<file path="config.mk">
export PLATFORM = sky130hd
export DESIGN_NAME = lut_fn_bank
export DESIGN_NICKNAME = d
export VERILOG_FILES = /design/src/rtl/lut_fn_pkg.sv /design/src/rtl/lut_fn_cell.sv /design/src/rtl/lut_fn_bank.sv
export SDC_FILE = /design/constraint.sdc
export NUM_CORES = 1
export LEC_CHECK = 0
export BUFFER_PORTS_ARGS = -buffer_cell sky130_fd_sc_hd__buf_2
export CAP_MARGIN = 40
export CORE_ASPECT_RATIO = 0.5
export CORE_MARGIN = 5
export CORE_UTILIZATION = 45
export DETAILED_ROUTE_END_ITERATION = 8
export SLEW_MARGIN = 40
export SYNTH_ARGS = -nofsm -noshare
export SYNTH_HDL_FRONTEND = slang
export SYNTH_HIERARCHICAL = 1
export SYNTH_SLANG_ARGS = --single-unit
</file>
<file path="constraint.sdc">
create_clock -name clk -period 2.7 [get_ports clk]
set_input_delay 0.135 -clock clk [delete_from_list [all_inputs] [get_ports clk]]
set_output_delay 0.135 -clock clk [all_outputs]
set_load 0.05 [all_outputs]
</file>
<file path="src/rtl/lut_fn_pkg.sv">
// Shared types and constants for the programmable LUT function bank.
package lut_fn_pkg;

    typedef enum logic [1:0] {
        IDLE = 2'd0,
        LOAD = 2'd1,
        DONE = 2'd2
    } state_t;

    localparam int K_MAX = 6;
    localparam int N_MAX = 64;

    // Canonical 4-input truth tables: constant one, 4-way AND, 4-way parity.
    localparam logic [15:0] TT_ONE = 16'hFFFF;
    localparam logic [15:0] TT_AND = 16'h8000;
    localparam logic [15:0] TT_XOR = 16'h6996;

    // The channel counter is at least one bit wide, even for a single channel.
    function automatic int cnt_width(input int n);
        return (n > 1) ? $clog2(n) : 1;
    endfunction

endpackage

</file>
<file path="src/rtl/lut_fn_cell.sv">
// One truth-table word with write enable and a K-to-1 combinational read.
// Read latency 0 (registered downstream); a write becomes visible on the next cycle.
module lut_fn_cell
    import lut_fn_pkg::*;
#(
    parameter int K = 4,
    localparam int W = 2 ** K
) (
    input  logic         clk,
    input  logic         rst_n,
    input  logic         we_i,
    input  logic [W-1:0] wdat_i,
    input  logic [K-1:0] sel_i,
    output logic         bit_o
);

    logic [W-1:0] tt_q;

    always_ff @(posedge clk) begin
        if (!rst_n) begin
            tt_q <= '0;
        end else if (we_i) begin
            tt_q <= wdat_i;
        end
    end

    assign bit_o = tt_q[sel_i];

endmodule

</file>
<file path="src/rtl/lut_fn_bank.sv">
// Bank of N programmable K-input boolean functions evaluated on one shared vector.
// Evaluation latency 1 cycle, 1 vector/cycle, only while IDLE; inputs are dropped during reload.
module lut_fn_bank
    import lut_fn_pkg::*;
#(
    parameter int K = 4,
    parameter int N = 11,
    localparam int W = 2 ** K
) (
    input  logic         clk,
    input  logic         rst_n,
    input  logic         cfg_start,
    input  logic         cfg_valid,
    input  logic [W-1:0] cfg_data,
    output logic         cfg_ready,
    output logic         cfg_done,
    output logic         busy,
    input  logic         in_valid,
    input  logic [K-1:0] in_data,
    output logic         out_valid,
    output logic [N-1:0] out_data
);

    localparam int CW = cnt_width(N);
    localparam logic [CW-1:0] CNT_LAST = CW'(N - 1);

    state_t          state_q, state_d;
    logic [CW-1:0]   cnt_q, cnt_d;
    logic            out_valid_q, out_valid_d;
    logic [N-1:0]    out_data_q, out_data_d;
    logic [N-1:0]    rd_bits;
    logic            wr_acc;

    assign wr_acc = (state_q == LOAD) && cfg_valid;

    for (genvar j = 0; j < N; j++) begin : g_cell
        lut_fn_cell #(.K(K)) u_cell (
            .clk    (clk),
            .rst_n  (rst_n),
            .we_i   (wr_acc && (cnt_q == CW'(j))),
            .wdat_i (cfg_data),
            .sel_i  (in_data),
            .bit_o  (rd_bits[j])
        );
    end

    always_ff @(posedge clk) begin
        if (!rst_n) begin
            state_q     <= IDLE;
            cnt_q       <= '0;
            out_valid_q <= 1'b0;
            out_data_q  <= '0;
        end else begin
            state_q     <= state_d;
            cnt_q       <= cnt_d;
            out_valid_q <= out_valid_d;
            out_data_q  <= out_data_d;
        end
    end

    always_comb begin
        state_d = state_q;
        cnt_d   = cnt_q;
        case (state_q)
            IDLE: begin
                if (cfg_start) begin
                    state_d = LOAD;
                    cnt_d   = '0;
                end
            end
            LOAD: begin
                if (cfg_valid) begin
                    if (cnt_q == CNT_LAST) begin
                        state_d = DONE;
                        cnt_d   = '0;
                    end else begin
                        cnt_d = cnt_q + CW'(1);
                    end
                end
            end
            DONE:    state_d = IDLE;
            default: state_d = IDLE;
        endcase
    end

    // A vector arriving with cfg_start still sees the old table: state_q is IDLE here.
    always_comb begin
        out_valid_d = 1'b0;
        out_data_d  = out_data_q;
        if ((state_q == IDLE) && in_valid) begin
            out_valid_d = 1'b1;
            out_data_d  = rd_bits;
        end
    end

    always_comb begin
        cfg_ready = (state_q == LOAD);
        cfg_done  = (state_q == DONE);
        busy      = (state_q == LOAD) || (state_q == DONE);
    end

    assign out_valid = out_valid_q;
    assign out_data  = out_data_q;

endmodule

</file>
[Word level (Yosys, flattened, before mapping)]
Index checks and enable logic that the tools add are counted.
Storage, ports and cells
  bits in registers: 194
  latch bits: 0
  memory bits (writable): 0
  memory bits (read-only): 0
  logic and storage cells: 82
  memories: 0
Operators by class
  add/subtract/negate cells: 1
  multipliers: 0
  divide/modulo/power cells: 0
  order comparisons: 1
  equality and inequality tests: 15
  shifts and indexed selects: 0
  muxes and demuxes: 31
  bitwise operators: 0
  reduce and logical (&&, ||, !) cells: 19
Operators by type and width (number)
  1-bit binary-select mux with 4-bit select: 11
  4-bit by 3-bit == test with 1-bit output (second input constant): 4
  1-bit logical AND: 13
  4-bit == test (second input constant): 3
  1-bit two-way mux: 12
  4-bit two-way mux: 3
  4-bit by 2-bit == test with 1-bit output (second input constant): 2
  4-bit case mux with 2 select lines: 1
  2-bit two-way mux: 3
  3-bit AND reduction: 2
  4-bit by 5-bit < comparator with 1-bit output (second input constant): 1
  4-bit by 1-bit adder with 4-bit output (second input constant): 1
  4-bit by 1-bit == test with 1-bit output (second input constant): 1
  4-bit zero test: 1
  2-bit inequality test (second input constant): 2
  2-bit case mux with 2 select lines: 1
  2-bit by 1-bit == test with 1-bit output (second input constant): 1
  2-bit == test (second input constant): 1
  2-bit zero test: 1
  2-bit by 1-bit inequality test with 1-bit output (second input constant): 1
  2-bit nonzero test: 1
  1-bit logical OR: 1

[Depth between registers and ports, before layout]
  depth after elaboration: 4
  gate-level depth with buffers: 10
  depth with buffers taken out: 8

[By module]
Netlist, hierarchy kept.
By module, submodules not included
  lut_fn_cell: times used 11, cells each 58, area each 732.0 sq um, seq. area each 320.3 sq um
  lut_fn_bank: times used 1, cells each 120, area each 997.2 sq um, seq. area each 360.3 sq um

[Worst setup path before layout]
Ideal clock, no wire load.
  kind: reg2reg
  from: register state_q[1]
  to: register g_cell[0].u_cell.tt_q[10]
  arrival: 2.323 ns
  required time: 2.584 ns
  setup slack: 0.261 ns
  stages on the path, launching flop included: 10
  clock period less this slack: 2.439 ns
  cells stage by stage: dfxtp_1 inv_1 ha_1 nand2_2 or3_4 nor3_2 buf_2 buf_4 mux2i_1 nor2b_1
On the way
  cells in the longest elaborated chain, start to end: 3
RTL lines
  from (decl): RTL line lut_fn_bank.sv:27  | state_t state_q, state_d;
  from (signal assigned): RTL line lut_fn_bank.sv:54  | state_q <= state_d;
  2-bit by 1-bit == test with 1-bit output
  via cfg_ready: RTL line lut_fn_bank.sv:15  | output logic cfg_ready,
  1-bit logical AND: RTL line lut_fn_bank.sv:34  | assign wr_acc = (state_q == LOAD) && cfg_valid;
  1-bit logical AND: RTL line lut_fn_bank.sv:40  | .we_i (wr_acc && (cnt_q == CW'(j))),
  to (signal assigned): RTL line lut_fn_cell.sv:23  | tt_q <= wdat_i;
  to (decl): RTL line lut_fn_cell.sv:17  | logic [W-1:0] tt_q;
The timed path passes the listed nets, and every way through them passes these cells.
A chain may end at the register's enable or synchronous reset.

[Worst setup path in the final report]
  from: register state_q[1]
  to: register g_cell[1].u_cell.tt_q[12]
On the way
  cells in the longest elaborated chain, start to end: 3
RTL lines (RTL line)
  2-bit by 1-bit == test with 1-bit output: lut_fn_bank.sv:34
  1-bit logical AND: lut_fn_bank.sv:34
  1-bit logical AND: lut_fn_bank.sv:40
  to (signal assigned): lut_fn_cell.sv:23
  to (decl): lut_fn_cell.sv:17
Every way passes these cells.

==> impl_metrics.yaml <==
global_route:
  grt_pass1_wl_mm: 31.8
  first_global_vias: 5488
  antenna_found_initial: 1
  gr-total-overflow: 0
  grt_max_degree: 78
  grt_usage_pct: 18.1
routing:
  vias_per_cell: 5.15
  wl_per_cell_um: 19.0
  drtAntennaViolNets: 0
  vias: 5523
  drtIter0Drc: 338
  drc: 0
  wirelength_mm: 20.3
  drt_pre_antenna_iters: 4
floorplanning:
  ioPinCount: 40
  die_width_um: 211
  dieArea_um2: 23200
  coreArea_um2: 19600
  num_rows: 36
  die_h_um: 110
  start_util_pct: 46.2
worst_setup_path:
  r2r_setup_slack_ps: 490
  r2r_end: "g_cell[1].u_cell/tt_q[12]"
  cp.required_ps: 3020
  start_kind: "flop"
  r2r_start: "state_q[1]"
  end_kind: "flop"
  critPathCapture: "g_cell[1].u_cell/tt_q[12]"
  arrival_ps: 2520
  worstRegToRegCells: 8
  cp_max_fo: 16
  critPathLaunch: "state_q[1]"
  path_class: "flop to flop"
logic_synthesis:
  synth-seq-cells: 194
  syn_nets: 788
  yosys.area.top_type_share_pct: 42.9
  yosysSeqAreaShare_pct: 42.9
  synth_top_family_by_area: "multiplexers"
  synth_mux_area_share_pct: 36.1
  synth.distinct_cells: 37
  synth_most_common_cell: "mux2i_1"
  ys_async_sr_fraction_pct: 0
  yosys.area_share.simple_pct: 16.2
  avgSynthCellArea_um2: 11.9
  synth_common_cells: "211 x mux2i_1, 194 x dfxtp_1, 177 x nor2b_1"
  synth_compound_area_share_pct: 1.41
  synth_edf_count: 0
  ys_warn_count: 6
  synth_fa_ha_area_share_pct: 0.691
  synth_xor_area_share_pct: 0.0968
  syn_inst: 758
  synth_area_leader_cell: "dfxtp_1"
  synthTopCellsByArea: "dfxtp_1 43%, mux2i_1 23%, mux4_1 13%"
  synth_area_um2: 9050
  ys.flop_type: "dfxtp_1"
placement:
  hpwl_mm: 12.8
  place_congestion: 0.770
  post-place-ws_ps: 498
  io_buffers: 39
power_and_ir_drop:
  cellPowerDensity_nw_per_um2: 632
  ir_drop_v: 0.000323
  leakage_nw: 3.56
worst_hold_path:
  worstHoldStart: "cfg_data[2]"
  hold_path.class: "input pin to flop"
clocking:
  clock-sinks: 194
  cts_buffers: 17
  postCtsHoldBufs: 1
  post_cts_buffers: 0
  cts_root_buffer: "clkbuf_16"
  htreeDepth: 4
  path_clk_slew_ps: 70
  cts_resized: 0
  cts_buffer_depth: 2
  cts_tree: "built"
  clk_latency_ps: 430
status:
  status: "completed"
sta:
  min_period_ps: 2210
  setup-violations-final: 0
  setup_slack_ps: 493
  slew_headroom_pct: 61.2
  clock.fmax_ghz: 0.453
  rsz0062_at_grt: "no"
  worst_pin_slew_ps: 582
  timing.final.crit_share_pct: 81.7
  slew_violations: 0
  fin_setup_tns_ps: 0
  fin_skew_ps: 11.8
  hold_viol: 0
cells_and_area:
  antenna_cells: 0
  area_growth_pct: 12.8
  fin_nets: 824
  final_layout_size_suffix_gt1_share_pct: 13.2
job:
  drv_cap: 0
[cells in the final DEF, fill, tap and decap left out, types with 4 or more instances in the layout]
| cell | synthesis | layout |
|---|---|---|
| clkbuf_16 | 0 | 17 |
| a21boi_1 | 5 | 5 |
| buf_12 | 0 | 4 |
| nor2b_1 | 177 | 177 |
| a21boi_0 | 6 | 6 |
| inv_1 | 4 | 4 |
| nand2_1 | 34 | 34 |
| nor2_2 | 0 | 6 |
| buf_2 | 14 | 38 |
| dfxtp_1 | 194 | 194 |
| mux2i_1 | 211 | 211 |
| bufinv_16 | 0 | 4 |
| mux4_1 | 44 | 44 |
| ha_1 | 5 | 5 |
| buf_4 | 12 | 14 |
[flip-flops by register name, indices dropped and copies added (netlist names)]
name	count
out_data	11
cnt_q	4
state_q	2
g_cell.u_cell/tt_q	176
out_valid	1
[how the worst min path moves through the flow]
stage / cells after the start / slack, ps / to
6_report: 3 / 140 / g_cell[9].u_cell/tt_q[2]
5_1_grt: 3 / 140 / g_cell[5].u_cell/tt_q[2]
4_1_cts: 3 / 130 / g_cell[9].u_cell/tt_q[2]
3_5_place_dp: 2 / 400 / out_valid
3_3_place_gp: 2 / 400 / out_valid
2_1_floorplan: 1 / 260 / g_cell[0].u_cell/tt_q[0]
[critical path: stages (launching register included)]
cell	delay (ps)
dfxtp_1	320
inv_1	120
ha_1	330
nand2_2	190
or3_4	410
nor2_2	100
buf_4	310
mux2i_1	240
nor2b_1	60
[cell type report]
type | count | area [um^2]
multi-input cells | 520 | 4970
inverters | 4 | 15.0
clock buffers | 22 | 464
repair buffers | 57 | 385
clock inverters | 9 | 153
well taps | 266 | 333
fillers | 1745 | 9390
flip-flops and latches | 194 | 3880
[metal layers]
metal	wire, um	global-route usage [%]
met5	13	0
met2	8570	27.4
met1	10900	26.6
met4	111	4.07
met3	692	3.90
[power breakdown]
group          switching, mW  internal (mW)
Sequential            0.0405           2.92
Combinational          0.511          0.308
Clock                   1.07           1.60
Total                   1.62           4.82
[through the flow]
step	power, mW	instance area (um^2)	instances	util [%]	hold WS, ps
after global routing	6.71	10200	1072	52.1	143
after global placement	3.84	9580	1040	48.9	396
after floorplan	3.58	9050	758	-	263
final	6.45	10200	1072	52.1	144
after detailed placement	3.85	9580	1040	48.9	401
after CTS	6.53	10200	1072	52.1	130
[cells by family after synthesis]
kind of cell,Yosys count
mux,255
simple gates,241
xor+xnor,1
compound gates,18
fa+ha+maj,5
flops,194
buf+inv,44
(Power assumes the default switching activity.)
